[src/rtl/hazard_unit.sv]
// Hazard unit for the 5-stage RV32I core: shadows the EX/MEM/WB destination info,
// drives operand forwarding, load-use stalls with bubble insertion, and redirect flushes.
module hazard_unit #(
  parameter int REG_AW = 5,
  parameter int CNT_W  = 16
) (
  input  logic              clk,
  input  logic              reset_n,
  input  logic              id_valid,
  input  logic [REG_AW-1:0] id_rs1,
  input  logic [REG_AW-1:0] id_rs2,
  input  logic [REG_AW-1:0] id_rd,
  input  logic              id_reg_write,
  input  logic              id_mem_read,
  input  logic              pc_sel_memwb,
  output logic              stall_if,
  output logic              stall_id,
  output logic              bubble_idex,
  output logic              flush_ifid,
  output logic              flush_idex,
  output logic              flush_exmem,
  output logic [1:0]        fwd_a,
  output logic [1:0]        fwd_b,
  output logic [CNT_W-1:0]  stall_cnt,
  output logic [CNT_W-1:0]  flush_cnt
);

  typedef struct packed {
    logic              valid;
    logic [REG_AW-1:0] rs1;
    logic [REG_AW-1:0] rs2;
    logic [REG_AW-1:0] rd;
    logic              reg_write;
    logic              mem_read;
  } slot_t;

  typedef enum logic [1:0] {
    ST_RUN      = 2'd0,
    ST_STALL    = 2'd1,
    ST_REDIRECT = 2'd2
  } state_t;

  localparam logic [REG_AW-1:0] REG_ZERO = {REG_AW{1'b0}};
  localparam logic [CNT_W-1:0]  CNT_MAX  = {CNT_W{1'b1}};
  localparam logic [CNT_W-1:0]  CNT_ONE  = {{(CNT_W-1){1'b0}}, 1'b1};

  slot_t                ex_q, mem_q, wb_q;
  slot_t                ex_d, mem_d;
  state_t               state_q;
  logic [CNT_W-1:0]     stall_cnt_q, stall_cnt_d;
  logic [CNT_W-1:0]     flush_cnt_q, flush_cnt_d;
  logic                 hazard_s;
  logic                 flush_s;
  logic                 stall_s;
  logic [1:0]           fwd_a_s, fwd_b_s;

  // A producer slot can feed an EX operand only if it really writes a non-x0 register.
  function automatic logic writes_reg(input slot_t s, input logic [REG_AW-1:0] rs);
    writes_reg = s.valid & s.reg_write & (s.rd != REG_ZERO) & (s.rd == rs);
  endfunction

  function automatic logic [1:0] fwd_sel(input slot_t ex, input slot_t mem, input slot_t wb,
                                         input logic [REG_AW-1:0] rs);
    if (!ex.valid) begin
      fwd_sel = 2'b00;
    end else if (writes_reg(mem, rs)) begin
      fwd_sel = 2'b01;
    end else if (writes_reg(wb, rs)) begin
      fwd_sel = 2'b10;
    end else begin
      fwd_sel = 2'b00;
    end
  endfunction

  // Hazard, flush and forwarding decode; outputs are held low while reset is asserted.
  always_comb begin
    hazard_s = id_valid & ex_q.valid & ex_q.mem_read & (ex_q.rd != REG_ZERO) &
               ((ex_q.rd == id_rs1) | (ex_q.rd == id_rs2));
    flush_s  = reset_n & pc_sel_memwb & (state_q != ST_REDIRECT);
    stall_s  = reset_n & hazard_s & ~flush_s & (state_q != ST_STALL);
    if (reset_n) begin
      fwd_a_s = fwd_sel(ex_q, mem_q, wb_q, ex_q.rs1);
      fwd_b_s = fwd_sel(ex_q, mem_q, wb_q, ex_q.rs2);
    end else begin
      fwd_a_s = 2'b00;
      fwd_b_s = 2'b00;
    end
  end

  // Next contents of the EX/MEM slots and the saturating event counters.
  always_comb begin
    ex_d        = {$bits(slot_t){1'b0}};
    mem_d       = ex_q;
    stall_cnt_d = stall_cnt_q;
    flush_cnt_d = flush_cnt_q;
    if (id_valid && !stall_s && !flush_s) begin
      ex_d.valid     = 1'b1;
      ex_d.rs1       = id_rs1;
      ex_d.rs2       = id_rs2;
      ex_d.rd        = id_rd;
      ex_d.reg_write = id_reg_write;
      ex_d.mem_read  = id_mem_read;
    end else begin
      ex_d = {$bits(slot_t){1'b0}};
    end
    if (flush_s) begin
      mem_d = {$bits(slot_t){1'b0}};
    end else begin
      mem_d = ex_q;
    end
    if (stall_s && (stall_cnt_q != CNT_MAX)) begin
      stall_cnt_d = stall_cnt_q + CNT_ONE;
    end else begin
      stall_cnt_d = stall_cnt_q;
    end
    if (flush_s && (flush_cnt_q != CNT_MAX)) begin
      flush_cnt_d = flush_cnt_q + CNT_ONE;
    end else begin
      flush_cnt_d = flush_cnt_q;
    end
  end

  // Shadow pipeline, steering FSM and counters; REDIRECT ignores pc_sel since that branch left WB.
  always_ff @(posedge clk) begin
    if (!reset_n) begin
      ex_q        <= {$bits(slot_t){1'b0}};
      mem_q       <= {$bits(slot_t){1'b0}};
      wb_q        <= {$bits(slot_t){1'b0}};
      state_q     <= ST_RUN;
      stall_cnt_q <= {CNT_W{1'b0}};
      flush_cnt_q <= {CNT_W{1'b0}};
    end else begin
      ex_q        <= ex_d;
      mem_q       <= mem_d;
      wb_q        <= mem_q;
      stall_cnt_q <= stall_cnt_d;
      flush_cnt_q <= flush_cnt_d;
      case (state_q)
        ST_RUN: begin
          if (pc_sel_memwb) begin
            state_q <= ST_REDIRECT;
          end else if (stall_s) begin
            state_q <= ST_STALL;
          end else begin
            state_q <= ST_RUN;
          end
        end
        ST_STALL: begin
          if (pc_sel_memwb) begin
            state_q <= ST_REDIRECT;
          end else begin
            state_q <= ST_RUN;
          end
        end
        ST_REDIRECT: state_q <= ST_RUN;
        default:     state_q <= ST_RUN;
      endcase
    end
  end

  assign stall_if    = stall_s;
  assign stall_id    = stall_s;
  assign bubble_idex = stall_s;
  assign flush_ifid  = flush_s;
  assign flush_idex  = flush_s;
  assign flush_exmem = flush_s;
  assign fwd_a       = fwd_a_s;
  assign fwd_b       = fwd_b_s;
  assign stall_cnt   = stall_cnt_q;
  assign flush_cnt   = flush_cnt_q;

endmodule
[config.mk]
export PLATFORM = sky130hd
export DESIGN_NAME = hazard_unit
export DESIGN_NICKNAME = d
export VERILOG_FILES = /design/src/rtl/hazard_unit.sv
export SDC_FILE = /design/constraint.sdc
export NUM_CORES = 1
export LEC_CHECK = 0
export ABC_AREA = 1
export CAP_MARGIN = 10
export CORE_AREA = 2 2 107 109
export CTS_BUF_LIST = sky130_fd_sc_hd__clkbuf_4 sky130_fd_sc_hd__clkbuf_8 sky130_fd_sc_hd__clkbuf_16
export DETAILED_ROUTE_END_ITERATION = 10
export DIE_AREA = 0 0 109 111
export PLACE_DENSITY = 0.48
export SYNTH_ARGS = -nofsm -noshare
export SYNTH_HDL_FRONTEND = slang
export SYNTH_SLANG_ARGS = --single-unit
export TNS_END_PERCENT = 5
[constraint.sdc]
create_clock -name clk -period 3.47 [get_ports clk]
set_input_delay 0.347 -clock clk [delete_from_list [all_inputs] [get_ports clk]]
set_output_delay 0.347 -clock clk [all_outputs]
set_load 0.01 [all_outputs]
-- Yosys cells after proc, flatten, opt, wreduce, memory -nomap -nowiden
Cells that the tools add are included.
- register bits: 66
- output and inout bits: 42
- word-level logic and storage cells: 73
- bits of input ports: 21
- bitwise gates (word level): 20
- mux-type cells: 13
- equal/unequal tests: 11
- reduce and logical (&&, ||, !) cells: 12
- add/subtract/negate cells: 2
- operators by type and width (kind ; count):
    adder 16 x 1 -> 16 bit, second input constant ; 2
    inequality test 16 bit, second input constant ; 2
    equality test 5 bit ; 6
    two-way mux 2 bit ; 10
    two-way mux 18 bit ; 1
    AND 1 bit ; 17
    nonzero test 5 bit ; 3
    logical AND 1 bit ; 4
    case mux 2 bit (2 select lines) ; 1
    equality test 2 x 1 -> 1 bit, second input constant ; 1
    logical NOT 1 bit ; 2
    logical NOT 2 bit ; 1
    inequality test 2 x 1 -> 1 bit, second input constant ; 1
    inequality test 2 bit, second input constant ; 1
    NOT 1 bit ; 2
    AND reduction 2 bit ; 1
    OR reduction 2 bit ; 1
    two-way mux 1 bit ; 1
    bitwise OR 1 bit ; 1

-- Depth between registers and ports, before layout
- word-level depth: 11
- gate-level depth with buffers: 12
- gate-level depth less buffers: 11

-- Least setup slack after synthesis
No wires, ideal clock.
- path type: register -> register
- from: reg stall_cnt_q[1] (netlist: stall_cnt[1])
- to: reg stall_cnt_q[12] (netlist: stall_cnt[12])
- arrival: 1.590 ns
- buffers on the path: 1
- stages on the path, launching flop included: 12
- path slack: 1.765 ns
- required time: 3.355 ns
- period minus slack after synthesis: 1.705 ns
- setup time: 0.115 ns
- path through: dfxtp_1 > ha_1 > nand2_1 > nor2_1 > nand2_1 > nor2_1 > nand3_1 > inv_1 > nor2_4 > buf_6 > a21oi_1 > nor2_1
- longest elaborated chain between the ends: 2
- elaborated cells on any way between the ends: 3
- classes of those cells: add/sub (1); eq/ne (1); reduce/logical (1)
- ends and longest elaborated chain (element ; RTL line ; text):
    start, declared ; 50 ; logic [CNT_W-1:0] stall_cnt_q, stall_cnt_d;
    start signal, assigned ; 130 ; stall_cnt_q <= {CNT_W{1'b0}};
    start signal, assigned ; 136 ; stall_cnt_q <= stall_cnt_d;
    branches (longest 2 deep; another with adder 16 x 1 -> 16 bit) ; -- ;
Parallel ways; which one is timed is not known.
A chain may end at the register's enable or synchronous reset.

-- Final worst setup path
- from: reg mem_q[5] (netlist name)
- to: out fwd_b[0]
- longest elaborated chain between the ends: 6
- elaborated cells on any way between the ends: 7
- classes of those cells: eq/ne (1); mux (3); bitwise (2); reduce/logical (1)
- ends and longest elaborated chain (element ; RTL line ; text):
    start, declared ; 47 ; slot_t ex_q, mem_q, wb_q;
    start signal, assigned ; 127 ; mem_q <= {$bits(slot_t){1'b0}};
    start signal, assigned ; 134 ; mem_q <= mem_d;
    nonzero test 5 bit ; 59 ; writes_reg = s.valid & s.reg_write & (s.rd != REG_ZERO) & (s.rd == rs);
    AND 1 bit ; 59 ;
    AND 1 bit (*) ; 59 ;
    two-way mux 2 bit (*) ; 66 ; end else if (writes_reg(mem, rs)) begin
    two-way mux 2 bit (*) ; 64 ; if (!ex.valid) begin
    two-way mux 2 bit (*) ; 81 ; if (reset_n) begin
    end, declared ; 23 ; output logic [1:0] fwd_b,
Mark *: on every way between the ends. The rest lies on a longest branch, timed or not.

==> impl_metrics.tcl <==
set metrics [dict create \
    rows 39 \
    max_slew_margin_pct 70.3 \
    port_buffers 62 \
    ant_nets 0 \
    pwr-share-clk_pct 47.9 \
    track_usage_pct 13.8 \
    drive_gt1_share_pct 5.78 \
    cts-resized-gates 0 \
    ys_warn_count 0 \
    power_density_nw_per_um2 409 \
    start_util_pct 28.9 \
    fin_crit_ns 2.63 \
    clk_path_buf_depth 2 \
    final_common_cell "nand2_1" \
    h-tree-depth 3 \
    antenna_cells 0 \
    critPathKind "flip-flop to primary output" \
    p_switching_uw 375 \
    first_pass_iters 4 \
    seq_area_frac_synth_pct 41.3 \
    status "complete, no violations" \
    cpPeakStageDelay_ns 0.56 \
    insertion_delay_ns 0.32 \
    avgSynthCellArea_um2 6.84 \
    dieHeight_um 111 \
    final_cell_mix "105 x nand2_1, 86 x nor2_1, 75 x inv_1, 66 x dfxtp_1, 62 x clkdlybuf4s50_1" \
    numCtsBuffers 9 \
    combPwrFrac_pct 6.6 \
    gp_congestion 0.795 \
    die_area_um2 12100 \
    intPower_uw 1350 \
    synthCells 468 \
    rsz0062_at_grt "false" \
    grt.overflow.total 0 \
    antenna_found_initial 0 \
    path_max_fanout 4 \
    final_area_um2 4220 \
    ctsHoldBuffers 0 \
    io_pins 63 \
    p_sw_share_pct 21.8 \
    drc_errors 0 \
    area_growth_pct 31.8 \
    cpMaxStageDelayCell "clkdlybuf4s50_1" \
    syn_nets 491 \
    final_hold_viol_count 0 \
    dp_hpwl_um 5900 \
    cts-root-buf "clkbuf_16" \
    synth_seq_cells 66 \
    maxCapViolations 0 \
    crit_path_end_kind "primary output" \
    skew_ns 0.00604 \
    fin_crit_sh_pct 75.9 \
    clock-sinks 66 \
    postCtsSetupBuffers 0 \
    nFillCells 1158 \
    cp.arrival_ns 2.29 \
    place_area_um2 3940 \
    required_ns 3.12 \
    path_clk_slew_ns 0.05 \
    vias_per_cell 4.26 \
    grt_first_pass_wirelength_um 13100 \
    ys.flop_type "dfxtp_1" \
    hold_class "flip-flop to flip-flop" \
    drt_iter0_drc 110 \
    p_seq_share_pct 45.5 \
    drt-wirelength-per-cell_um 11.3 \
    leakagePower_uw 0.00182 \
    cts_tree "done" \
    route.vias.total 2895 \
    r2r_slack_ns 1.49 \
    async_flop_share_pct 0 \
    routed_wl_um 7680 \
    setup_tns_ns 0 \
    synth_area_um2 3200 \
    max_freq_mhz 380 \
    path_cells "xor2_1, or2_2, nor4_1, inv_1, nor2_1, clkdlybuf4s50_1" \
    nNetsFinal 554 \
    post-route-util_pct 38.1 \
    grt_pass1_vias 2789 \
    die_x_um 109 \
    hold_ws_ns 0.412 \
    grt_max_degree 31 \
    finalSetupViolations 0 \
    synth-edff-count 0 \
    synth_cell_types 32 \
    slew_violations 0 \
    core-area_um2 11100 \
    start_kind "flip-flop" \
    tightest_slew_ns 0.443 \
    peakVddDrop_mv 0.173 \
]
synthesized netlist by cell type (all sizes together) (5+ instances only):
master | instances | area share [%]
a21oi | 21 | 3.3
buf | 9 | 1.9
dfxtp | 66 | 41
inv | 76 | 8.9
nand2 | 106 | 13
nand3 | 30 | 5.0
nand4 | 5 | 0.98
nor2 | 89 | 11
nor3 | 9 | 1.6
nor4 | 6 | 1.2
o21ai | 10 | 1.6
or2 | 6 | 1.2
xnor2 | 14 | 3.8
xor2 | 9 | 2.5
worst max-delay path, delay by kind of cell, from the launching register on:
family	cells	cell delay, ns
xor gates and xnor gates	1	0.17
buffers and inverters	2	0.64
DFF	1	0.34
and+or+nand+nor	3	0.80
cell type report:
cell class / instances / area [um2] / share of cell area, %
timing repair buffer: 63 / 628 / 14.9
sequential: 66 / 1320 / 31.3
tap: 143 / 179 / 4.24
inverter: 76 / 285 / 6.77
clock buffer: 13 / 262 / 6.20
clock inverter: 3 / 15.0 / 0.356
multi-input combinational: 315 / 1530 / 36.2
registers in the layout, indices dropped and copies added, names as in the netlist:
name,count
mem_q,7
stall_cnt,16
flush_cnt,16
wb_q,7
ex_q,18
state_q,2
per-stage QoR:
| stage | std cells | worst slack, ns | power, uW |
|---|---|---|---|
| after detailed placement | 663 | 0.874 | 916 |
| after global routing | 679 | 0.670 | 1810 |
| after CTS | 679 | 0.816 | 1760 |
| after global placement | 663 | 0.848 | 915 |
| after floorplan | 468 | 1.77 | 866 |
| final | 679 | 0.835 | 1720 |
power by group through the flow:
| stage | registers, uW | logic (uW) | clock network [uW] |
|---|---|---|---|
| after global placement | 800 | 114 | 0 |
| after detailed placement | 801 | 115 | 0 |
| after CTS | 784 | 115 | 856 |
| after global routing | 786 | 128 | 898 |
| final | 785 | 113 | 827 |
| after floorplan | 798 | 67.7 | 0 |
final timing paths:
path,endpoint,startpoint,cells past startpoint
min reg2reg,mem_q[1],ex_q[1],2
max reg2reg,stall_cnt[15],stall_cnt[1],11
min,mem_q[1],ex_q[1],2
max,fwd_b[0],mem_q[5],6
routing by layer:
| metal | wire length, um | share of wire (%) | up-vias | global-route usage [%] |
|---|---|---|---|---|
| li1 | - | - | 1565 | - |
| met1 | 3770 | 49 | 1276 | 18.0 |
| met2 | 3570 | 46 | 47 | 21.4 |
| met3 | 242 | 3.1 | 7 | 2.88 |
| met4 | 100 | 1.3 | 0 | 6.84 |
| met5 | 0 | 0 | - | 0 |
cell families (layout without fill, tap and decap cells):
logic type | Yosys count | count (layout) | synth area share [%]
AND/OR/NAND/NOR | 254 | 254 | 34.5
buffers and inverters | 87 | 155 | 11.0
flip-flops | 66 | 66 | 41.3
AO/OA/AOI/OAI | 36 | 36 | 6.10
XOR/XNOR | 23 | 23 | 6.30
adder cells (fa/ha/maj) | 2 | 2 | 0.782
No activity file was read; power rests on OpenSTA's default activity.
